### config.mk
export PLATFORM = sky130hd
export DESIGN_NAME = user_code_loader
export DESIGN_NICKNAME = d
export VERILOG_FILES = /design/src/rtl/loader_pkg.sv /design/src/rtl/word_packer.sv /design/src/rtl/user_code_loader.sv
export SDC_FILE = /design/constraint.sdc
export NUM_CORES = 1
export LEC_CHECK = 0
export ABC_CLOCK_PERIOD_IN_PS = 2400
export CAP_MARGIN = 20
export CORE_UTILIZATION = 55
export DETAILED_ROUTE_END_ITERATION = 16
export DONT_BUFFER_PORTS = 1
export GPL_ROUTABILITY_DRIVEN = 1
export GPL_TIMING_DRIVEN = 0
export PLACE_DENSITY = 0.73
export SYNTH_ARGS = -nofsm -noshare
export SYNTH_HDL_FRONTEND = slang
export SYNTH_SLANG_ARGS = --single-unit
### constraint.sdc
create_clock -name clk -period 2.4 [get_ports clk]
set_clock_uncertainty 0.15 [all_clocks]
set_input_delay 0.36 -clock clk [delete_from_list [all_inputs] [get_ports clk]]
set_output_delay 0.36 -clock clk [all_outputs]
set_load 0.03 [all_outputs]
### src/rtl/loader_pkg.sv
// Shared types and constants for the user-code loader.
// States, word geometry and bus constants.
package loader_pkg;

    typedef enum logic [2:0] {
        ST_IDLE,
        ST_COLLECT,
        ST_WR_REQ,
        ST_WR_GAP,
        ST_RD_REQ,
        ST_RD_GAP,
        ST_DONE,
        ST_ERR
    } loader_state_e;

    localparam int          BYTES_PER_WORD = 4;
    localparam logic [3:0]  BYTE_SEL_ALL   = 4'hF;
    localparam logic [31:0] ADDR_STEP      = 32'd4;

endpackage

### src/rtl/word_packer.sv
// Packs a byte stream little-endian into 32-bit words.
// word_valid_o flags the byte that completes a word.
module word_packer
    import loader_pkg::*;
(
    input  logic        clk,
    input  logic        rst,
    input  logic        clear_i,
    input  logic [7:0]  byte_i,
    input  logic        byte_valid_i,
    output logic [31:0] word_o,
    output logic        word_valid_o
);

    logic [1:0]  cnt_q;
    logic [31:0] word_q;

    // Shift each new byte in from the top so byte 0 ends in [7:0].
    always_ff @(posedge clk) begin
        if (rst || clear_i) begin
            cnt_q  <= 2'd0;
            word_q <= 32'd0;
        end else if (byte_valid_i) begin
            cnt_q  <= cnt_q + 2'd1;
            word_q <= {byte_i, word_q[31:8]};
        end
    end

    assign word_valid_o = byte_valid_i && (cnt_q == 2'(BYTES_PER_WORD - 1));
    assign word_o       = word_q;

endmodule

### src/rtl/user_code_loader.sv
// Bus initiator filling the user-code BRAM from a byte stream.
// Optional readback check of each word: define LOADER_VERIFY_EN.
module user_code_loader
    import loader_pkg::*;
#(
    parameter int TIMEOUT_CYCLES = 16,
    parameter int CNT_W          = 16
) (
    input  logic             clk,
    input  logic             rst,
    input  logic             start,
    input  logic [31:0]      base_addr,
    input  logic [CNT_W-1:0] word_count,
    input  logic [7:0]       s_data,
    input  logic             s_valid,
    output logic             s_ready,
    output logic             ce,
    output logic             we_in,
    output logic [31:0]      addr,
    output logic [31:0]      wr_data,
    output logic [3:0]       byte_sel,
    input  logic [31:0]      rd_data,
    input  logic             ready,
    output logic             busy,
    output logic             done,
    output logic             error,
    output logic [CNT_W-1:0] words_done
);

    localparam int TW = $clog2(TIMEOUT_CYCLES + 1);

    loader_state_e    state_q;
    logic             ce_q;
    logic             we_q;
    logic             s_ready_q;
    logic             busy_q;
    logic             done_q;
    logic             error_q;
    logic [31:0]      addr_q;
    logic [3:0]       bsel_q;
    logic [CNT_W-1:0] wd_q;
    logic [CNT_W-1:0] cnt_q;
    logic [TW-1:0]    tmo_q;

    logic             xfer;
    logic             pk_clear;
    logic             word_valid;
    logic [31:0]      pk_word;
    logic             tmo_hit;

    assign xfer     = s_valid && s_ready_q;
    assign pk_clear = (state_q == ST_IDLE) && start;
    assign tmo_hit  = (tmo_q == TW'(TIMEOUT_CYCLES - 1));

    word_packer u_packer (
        .clk          (clk),
        .rst          (rst),
        .clear_i      (pk_clear),
        .byte_i       (s_data),
        .byte_valid_i (xfer),
        .word_o       (pk_word),
        .word_valid_o (word_valid)
    );

`ifndef LOADER_VERIFY_EN
    logic unused_rd;
    assign unused_rd = ^rd_data;
`endif

    // Load sequencer: collect a word, write it, gap, repeat.
    always_ff @(posedge clk) begin
        if (rst) begin
            state_q   <= ST_IDLE;
            ce_q      <= 1'b0;
            we_q      <= 1'b0;
            s_ready_q <= 1'b0;
            busy_q    <= 1'b0;
            done_q    <= 1'b0;
            error_q   <= 1'b0;
            addr_q    <= 32'd0;
            bsel_q    <= 4'd0;
            wd_q      <= '0;
            cnt_q     <= '0;
            tmo_q     <= '0;
        end else begin
            unique case (state_q)
                ST_IDLE: begin
                    if (start) begin
                        addr_q  <= base_addr & ~32'd3;
                        cnt_q   <= word_count;
                        wd_q    <= '0;
                        error_q <= 1'b0;
                        bsel_q  <= BYTE_SEL_ALL;
                        if (word_count == '0) begin
                            done_q  <= 1'b1;
                            state_q <= ST_DONE;
                        end else begin
                            done_q    <= 1'b0;
                            busy_q    <= 1'b1;
                            s_ready_q <= 1'b1;
                            state_q   <= ST_COLLECT;
                        end
                    end
                end
                ST_COLLECT: begin
                    if (word_valid) begin
                        s_ready_q <= 1'b0;
                        ce_q      <= 1'b1;
                        we_q      <= 1'b1;
                        tmo_q     <= '0;
                        state_q   <= ST_WR_REQ;
                    end
                end
                ST_WR_REQ: begin
                    if (ready) begin
                        ce_q    <= 1'b0;
                        state_q <= ST_WR_GAP;
`ifndef LOADER_VERIFY_EN
                        wd_q    <= wd_q + CNT_W'(1);
                        addr_q  <= addr_q + ADDR_STEP;
`endif
                    end else if (tmo_hit) begin
                        ce_q    <= 1'b0;
                        we_q    <= 1'b0;
                        busy_q  <= 1'b0;
                        error_q <= 1'b1;
                        state_q <= ST_ERR;
                    end else begin
                        tmo_q <= tmo_q + TW'(1);
                    end
                end
`ifdef LOADER_VERIFY_EN
                ST_WR_GAP: begin
                    ce_q    <= 1'b1;
                    we_q    <= 1'b0;
                    tmo_q   <= '0;
                    state_q <= ST_RD_REQ;
                end
                ST_RD_REQ: begin
                    if (ready && (rd_data == pk_word)) begin
                        ce_q    <= 1'b0;
                        wd_q    <= wd_q + CNT_W'(1);
                        addr_q  <= addr_q + ADDR_STEP;
                        state_q <= ST_RD_GAP;
                    end else if (ready || tmo_hit) begin
                        ce_q    <= 1'b0;
                        busy_q  <= 1'b0;
                        error_q <= 1'b1;
                        state_q <= ST_ERR;
                    end else begin
                        tmo_q <= tmo_q + TW'(1);
                    end
                end
                ST_RD_GAP: begin
`else
                ST_WR_GAP: begin
`endif
                    if (wd_q == cnt_q) begin
                        we_q    <= 1'b0;
                        busy_q  <= 1'b0;
                        done_q  <= 1'b1;
                        state_q <= ST_DONE;
                    end else begin
                        s_ready_q <= 1'b1;
                        state_q   <= ST_COLLECT;
                    end
                end
                ST_DONE: state_q <= ST_IDLE;
                ST_ERR:  state_q <= ST_IDLE;
                default: state_q <= ST_IDLE;
            endcase
        end
    end

    assign s_ready    = s_ready_q;
    assign ce         = ce_q;
    assign we_in      = we_q;
    assign addr       = addr_q;
    assign wr_data    = pk_word;
    assign byte_sel   = bsel_q;
    assign busy       = busy_q;
    assign done       = done_q;
    assign error      = error_q;
    assign words_done = wd_q;

endmodule
==> impl_metrics.tcl <==
set metrics [dict create \
    coreArea_sq_mm 0.00937 \
    synth_cells 695 \
    critPathKind "flop to flop" \
    dieArea_sq_mm 0.0102 \
    insertion_delay_ns 0.39 \
    htree_levels 3 \
    grt_usage_pct 30.2 \
    drt_iter0_drc 315 \
    gp_congestion 0.923 \
    die_h_um 101 \
    peakVddDrop_mv 0.670 \
    grt_pass1_wl_mm 24.1 \
    yosysUniqueCellTypes 61 \
    ys_seq_area_share_pct 41.2 \
    synth_area_sq_mm 0.00540 \
    antenna_found_initial 1 \
    fillCellCount 861 \
    die_x_um 101 \
    cts.sinks 111 \
    grt_max_degree 21 \
    wl_per_cell_um 17.7 \
    leakage_nw 2.09 \
    switching_share_pct 44.5 \
    ys_warn_count 0 \
    synth_area_leaders "dfxtp_1 41%, nand2_1 9.9%, a21oi_1 8.0%" \
    total_power_mw 5.76 \
    ant_nets 0 \
    final_hold_viol_count 0 \
    io_pins 183 \
    pwr-share-comb_pct 31.5 \
    maxCapViolCount 0 \
    critPathLaunchType "flop" \
    max_slew_margin_pct 56.5 \
    arrival_ns 2.52 \
    tightest_slew_ns 0.652 \
    place_ws_ns -0.195 \
    layout-drive-gt1-share_pct 11.9 \
    start_util_pct 57.6 \
    netSwitchingPower_mw 2.56 \
    min_period_ns 2.35 \
    grt_pass1_vias 4896 \
    setup_violations 0 \
    via_count 5346 \
    hold_path.class "input port to flop" \
    timing.final.crit_share_pct 97.9 \
    synthArstFlopShare_pct 0 \
    setup_ws_ns 0.0510 \
    synth_flop_cell "dfxtp_1" \
    dp_hpwl_mm 11.0 \
    layout.nets 842 \
    p_int_mw 3.19 \
    cts_inserted_buffers 9 \
    seq_power_share_pct 49.0 \
    synth_top_area_share_pct 41.2 \
    crit_fanout 4 \
    pwr-share-clk_pct 19.5 \
    worstSetupEndpointType "flop" \
    status "finished, final reports clean" \
    synth-seq-cells 111 \
    synth_edf_count 0 \
    syn_avg_cell_area_sq_um 7.77 \
    clk_pin_slew_ns 0.11 \
    cts_tree "done" \
    layout-area-overhead-vs-synth_pct 15.5 \
    rows 35 \
    power-per-cell-area_mw_per_mm2 924 \
    slew_viol_final 0 \
    synth.largest_area_cell "dfxtp_1" \
    route.detailed.drc 0 \
    wl_mm 15.6 \
    cts_max_path_buffers 2 \
    max_freq_ghz 0.426 \
    crit_required_ns 2.57 \
    port_buffers 0 \
    gr-total-overflow 0 \
    viasPerCell 6.08 \
    fin_util_pct 66.5 \
    clockRootBuffer "clkbuf_8" \
    drt_first_pass_iters 5 \
    whs_ns 0.0130 \
]
## worst paths after layout
path | start | endpoint | slack [ns] | depth (start not counted)
setup / recovery | tmo_q[0] | tmo_q[3] | 0.05 | 8
hold / removal | rst | addr[17] | 0.01 | 2
setup reg to reg | tmo_q[0] | tmo_q[3] | 0.05 | 8
hold reg to reg | u_packer.cnt_q[1] | u_packer.cnt_q[1] | 0.32 | 2
## registers in the layout (all words and copies together), names as in the netlist, 2 cells and up
signal / count
u_packer.word_o: 32
addr: 30
cnt_q: 16
words_done: 16
tmo_q: 5
state_q: 3
u_packer.cnt_q: 2
## area by class of cell
cell class	count	area, sq um	share of cell area (%)
flip-flops and latches	111	2250	36.1
inverters	14	52.6	0.843
clock inverters	6	62.6	1.00
clock buffers	10	138	2.21
diodes	1	2.50	0.0402
well taps	129	161	2.59
plain buffers	48	225	3.61
multi-input cells	523	2980	47.9
repair buffers	37	355	5.70
## critical path, stage by stage (launching register included)
cell	delay, ns
dfxtp_2	0.34
ha_2	0.17
and3_1	0.18
ha_2	0.17
or2_4	0.25
and2_4	0.16
or3_4	0.38
or3_4	0.38
a21oi_2	0.12
## through the flow
stage	cells	setup TNS, ns	area [sq um]
floorplan	696	0	5400
global placement	825	-2.72	5560
detailed placement	825	-2.17	5560
CTS	877	0	6140
global route	879	-0.000571	6230
finish	879	0	6230
## timing repair
item,CTS,global route
setup buffers,5,1
endpoints found under the setup margin,12,89
hold buffers,31,0
pin swaps,2,3
resized for setup,13,32
hold endpoints to repair,31,0
## power by group through the flow
stage	Combinational, mW	Clock, mW	Sequential, mW
after floorplan	1.27	0	2.71
after global placement	1.64	0	2.81
after detailed placement	1.67	0	2.82
after CTS	1.74	1.14	2.78
after global routing	1.98	1.21	2.86
final	1.81	1.12	2.82
## cells in the mapped netlist (all sizes together), types with 2 or more instances
cell type	n
nand3	20
nor2b	3
a31oi	6
ha	5
buf	17
and3	7
a211oi	6
o22ai	4
nand2	143
o211ai	2
nor3b	3
xor2	2
a2bb2oi	2
nand4	21
inv	14
nor2	51
or3	9
or4	3
a311oi	3
o311ai	2
o41ai	2
clkbuf	31
nor4	17
mux2	2
a21o	4
and4	3
o21ai	27
mux2i	3
nor3	15
a21oi	86
dfxtp	111
and2	7
o31ai	3
nand2b	6
or2	2
xnor2	31
a221oi	2
a22oi	6
## cell families after synthesis
family | after synthesis | share of synthesized area, %
flip-flops | 111 | 41.2
adder cells (fa/ha/maj) | 5 | 1.16
AO/OA/AOI/OAI | 162 | 17.4
buffers and inverters | 62 | 5.03
other | 1 | 0.0695
multiplexers | 5 | 0.974
AND/OR/NAND/NOR | 316 | 28.8
XOR/XNOR | 33 | 5.35
## layer usage
layer,global-route usage (%),routed length [um],vias up
li1,-,-,2535
met1,35.5,6140,2520
met2,50.9,7440,255
met3,9.08,1650,36
met4,12.7,331,0
met5,0,0,-
## placed cells by master (no fill, tap or decap), types with 4 or more instances in the layout
master         instances
buf_4                 12
and3_1                 7
dfxtp_1               91
nand2b_1               6
dlygate4sd3_1         31
nand3_1               19
a21o_1                 4
o22ai_1                4
dfxtp_2               18
a22oi_1                6
a211oi_1               6
nand2_1              143
xnor2_1               31
and2_1                 4
a21oi_1               85
o21ai_0               27
inv_1                 14
buf_2                 10
a31oi_1                6
clkbuf_1              26
nand4_1               19
nor2_1                50
or3_1                  7
nor3_1                12
clkbuf_8              10
nor4_1                12
clkbuf_2               5
(Power assumes the default switching activity.)
==> edit 1: new RTL, same settings <==
The 8 states of `loader_state_e` get a Gray code encoding in 3 bits.
--- a/src/rtl/loader_pkg.sv
+++ b/src/rtl/loader_pkg.sv
@@ -4,12 +4,12 @@
 
     typedef enum logic [2:0] {
-        ST_IDLE,
-        ST_COLLECT,
-        ST_WR_REQ,
-        ST_WR_GAP,
-        ST_RD_REQ,
-        ST_RD_GAP,
-        ST_DONE,
-        ST_ERR
+        ST_IDLE    = 3'b000,
+        ST_COLLECT = 3'b001,
+        ST_WR_REQ  = 3'b011,
+        ST_WR_GAP  = 3'b010,
+        ST_RD_REQ  = 3'b110,
+        ST_RD_GAP  = 3'b111,
+        ST_DONE    = 3'b101,
+        ST_ERR     = 3'b100
     } loader_state_e;
 
Behaviour: no difference found for any inputs over 10 cycles, from zero or initial values and one cycle with rst high; not proved beyond that.
==> edit 1 against the original RTL <==
Sequential cell count stayed put; worst hold slack better by 0.012 ns; non-clock buffer count is 2 higher; utilization is 0.49 points lower; synthesized area decreased by 0.12%; worst setup slack better by 0.033 ns; design area fell by 0.74%; routed wire length is 0.20% higher; highest routed layer unchanged.
Power is not compared: it rests on default switching activity, and its combinational part moved more than twofold at a synthesized area within 25%.
==> edit 1: results (changes against the original RTL) <==
place:
  dp_hpwl_um: 10900  # -1.2%
  port_buffers: 0  # unchanged
  dpl_cell_area_um2: 5560  # -0.11%
  gp_congestion: 0.937  # +1.5%
finish:
  drive_gt1_share_pct: 10.9  # -0.98 points
  nFillCells: 850  # -1.3%
  antenna_cells: 0  # -1
  fin_nets: 836  # -0.71%
worst_setup_path:
  max_stage_delay_ns: 0.52  # +0.14 ns
  critPathMaxFanout: 6  # +2
  worst-r2r-cell-count: 6  # -2
  slowest_stage: "or4_1"
  rr_endpoint: "addr[30]$_SDFFE_PP0P_"
  r2r_slack_ns: 0.08  # +0.03 ns
  r2r_start: "addr[3]$_SDFFE_PP0P_"
  arrival_ns: 2.48  # -0.04 ns
synthesis:
  synth_area_leaders: "dfxtp_1, nand2_1, a21oi_1"
  yosysSeqAreaShare_pct: 41.2  # +0.048 points
  synth_commonest_cells: "nand2_1, dfxtp_1, a21oi_1"
  yosysUniqueCellTypes: 63  # +3.3%
timing:
  holdWs_ns: 0.0248  # +0.0118 ns
  worstMarginPinSlew_ns: 0.664  # +0.0114 ns
outcome:
  status: "finished clean"
global_route:
  track_usage_pct: 31.5  # +1.4 points
  grt_max_degree: 22  # +4.8%
  grt_pass1_vias: 5157  # +5.3%
  grt_pass1_wl_um: 25200  # +4.6%
  antenna_found_initial: 0  # -1
routing:
  wirelength_um: 15600  # +0.20%
  dr.first_iter.drc_count: 384  # +22%
  dr_total_vias: 5318  # -0.52%
hold_path:
  min_path_type: "in2reg"
  min_to: "done$_SDFFE_PP0P_"
[edit 1: cell types whose count changed after synthesis, moves of 6 or more]
cell,before,now
a31oi_1,6,12
nand3_1,20,27
o21ai_0,27,8
xnor2_1,31,17
clkbuf_1,29,36
xor2_1,2,13
o21ai_1,0,14
[edit 1: final cells by class]
cell class                      instances  area, um^2  share of cell area (%)
Clock buffer                            9         124                    2.00
Sequential cell                       111        2250                    36.4
Multi-Input combinational cell        516        2940                    47.5
Inverter                               13        48.8                   0.789
Timing Repair Buffer                   39         373                    6.03
Buffer                                 48         219                    3.54
Clock inverter                          7        75.1                    1.21
Tap cell                              129         161                    2.61
[edit 1: per-stage QoR]
| step | setup slack, ns | std cells | TNS (ns) |
|---|---|---|---|
| after floorplan | 0.143 | 689 | 0 |
| after global placement | -0.223 | 818 | -3.34 |
| after detailed placement | -0.243 | 818 | -5.79 |
| after CTS | 0.00768 | 870 | 0 |
| after global routing | 0.00499 | 872 | 0 |
| final | 0.0842 | 872 | 0 |
[edit 1: repair_timing]
action,in CTS,in global routing
pin swaps,4,2
gates resized for setup,16,23
buffers inserted,5,2
hold buffers,32,0
endpoints found under the hold margin,32,0
setup endpoints to repair,51,72
[edit 1: cells by family after synthesis]
kind of cell	after synthesis	share of synthesized area [%]
adder cells (fa/ha/maj)	5	1.16
AO/OA/AOI/OAI	165	19.1
AND/OR/NAND/NOR	309	27.8
other	1	0.0696
XOR/XNOR	30	4.87
flip-flops	111	41.2
buffers and inverters	62	4.85
multiplexers	5	0.928
[edit 1: routing by layer]
metal	track usage [%]	part of all wire, %	up-vias
li1	-	-	2522
met1	38.7	40	2494
met2	54.0	49	268
met3	7.21	8.7	34
met4	11.5	2.3	0
met5	0	0	-
==> edit 2: new RTL, same flow settings <==
Without the edit above. `CNT_W`: 16 -> 32.
--- a/src/rtl/user_code_loader.sv
+++ b/src/rtl/user_code_loader.sv
@@ -5,5 +5,5 @@
 #(
     parameter int TIMEOUT_CYCLES = 16,
-    parameter int CNT_W          = 16
+    parameter int CNT_W          = 32
 ) (
     input  logic             clk,
Interface: changed (resized word_count and words_done); port bits go from 183 to 215. No check against the original RTL was run, so the function may have changed too.
==> edit 2 against the original RTL <==
Count of clock-buffer cells in the layout increased by 10; worst setup slack improved by 0.0061 ns; routed wire length is 43% higher; via count grew 33%; largest cell class unchanged; synthesized area up 28%; design area rose by 36%; clock power grew to 2.7 times the old value; sequential cell count rose by 32; power increased by 13%.
==> edit 2: results (changes against the original RTL) <==
outcome:
  status: "finished clean"
finish:
  nFillCells: 964  # +12%
  antenna_cells: 0  # -1
  drive_gt1_share_pct: 14.6  # +2.8 points
clock_tree:
  insertion_delay_ns: 0.43  # +0.04 ns
  clock-sinks: 143  # +29%
  root_buffer: "clkbuf_16"
  clk_pin_slew_ns: 0.06  # -0.05 ns
  cts_buffers: 17  # +8
synthesis:
  yosysSeqAreaShare_pct: 41.6  # +0.42 points
  synth_area_leaders: "dfxtp_1, nand2_1, a21oi_1"
  synth_compound_area_share_pct: 17.0  # -0.45 points
  synth_commonest_cells: "nand2_1, dfxtp_1, a21oi_1"
  synth_cells: 886  # +27%
  synthXorXnorAreaFrac_pct: 7.00  # +1.6 points
worst_setup_path:
  slowest_stage: "dfxtp_1"
  max_stage_delay_ns: 0.62  # +0.24 ns
  arrival_ns: 2.54  # +0.02 ns
place:
  dp_hpwl_um: 15000  # +37%
global_route:
  grt_max_degree: 17  # -19%
  track_usage_pct: 34.1  # +3.9 points
  antenna_found_initial: 0  # -1
routing:
  wl_per_cell_um: 19.5  # +10%
  wirelength_um: 22200  # +43%
  via_per_inst: 6.25  # +2.7%
power:
  ir_drop_v: 0.000682  # +1.8%
  leakage_nw: 3.09  # +48%
[edit 2: what timing repair did]
item                                   CTS  global route
hold buffers                            48             0
buffers inserted                         4             1
endpoints found under the hold margin   48             0
resized for setup                       51            54
setup endpoints to repair              103            74
pin swaps                                3             2
[edit 2: per-layer routing]
layer / vias up / share of wire, % / GRT usage [%]
met4: 0 / 2.8 / 13.9
met5: - / 0 / 0
met3: 57 / 11 / 10.1
met2: 422 / 47 / 56.0
met1: 3375 / 39 / 41.8
li1: 3254 / - / -
[edit 2: cell families after synthesis]
kind of cell / after synthesis
DFF: 143
and+or+nand+nor: 407
muxes: 6
buffers and inverters: 67
other: 1
xor gates and xnor gates: 55
AOI/OAI and AO/OA: 202
adders and majority gates: 5
[edit 2: power by group]
group | total (mW) | switching (mW) | internal, mW
Sequential | 2.76 | 0.278 | 2.49
Clock | 2.98 | 1.08 | 1.91
Combinational | 0.775 | 0.490 | 0.285
[edit 2: path summary, 6_finish.rpt]
path / from / to / slack [ns] / depth (start not counted)
worst max-delay path: addr[17]$_SDFFE_PP0P_ / addr[28]$_SDFFE_PP0P_ / 0.06 / 5
worst min-delay path: base_addr[27] / addr[27]$_SDFFE_PP0P_ / 0.02 / 3
worst max register to register: addr[17]$_SDFFE_PP0P_ / addr[28]$_SDFFE_PP0P_ / 0.06 / 5
worst min register to register: tmo_q[4]$_SDFFE_PP0P_ / tmo_q[4]$_SDFFE_PP0P_ / 0.31 / 2
[edit 2: cell type report]
class,count,share of cell area [%]
tap,168,2.47
sequential,143,34.6
multi-input combinational,677,45.4
inverter,9,0.397
timing repair buffer,53,6.09
buffer,56,3.19
clock buffer,20,5.37
clock inverter,12,2.44
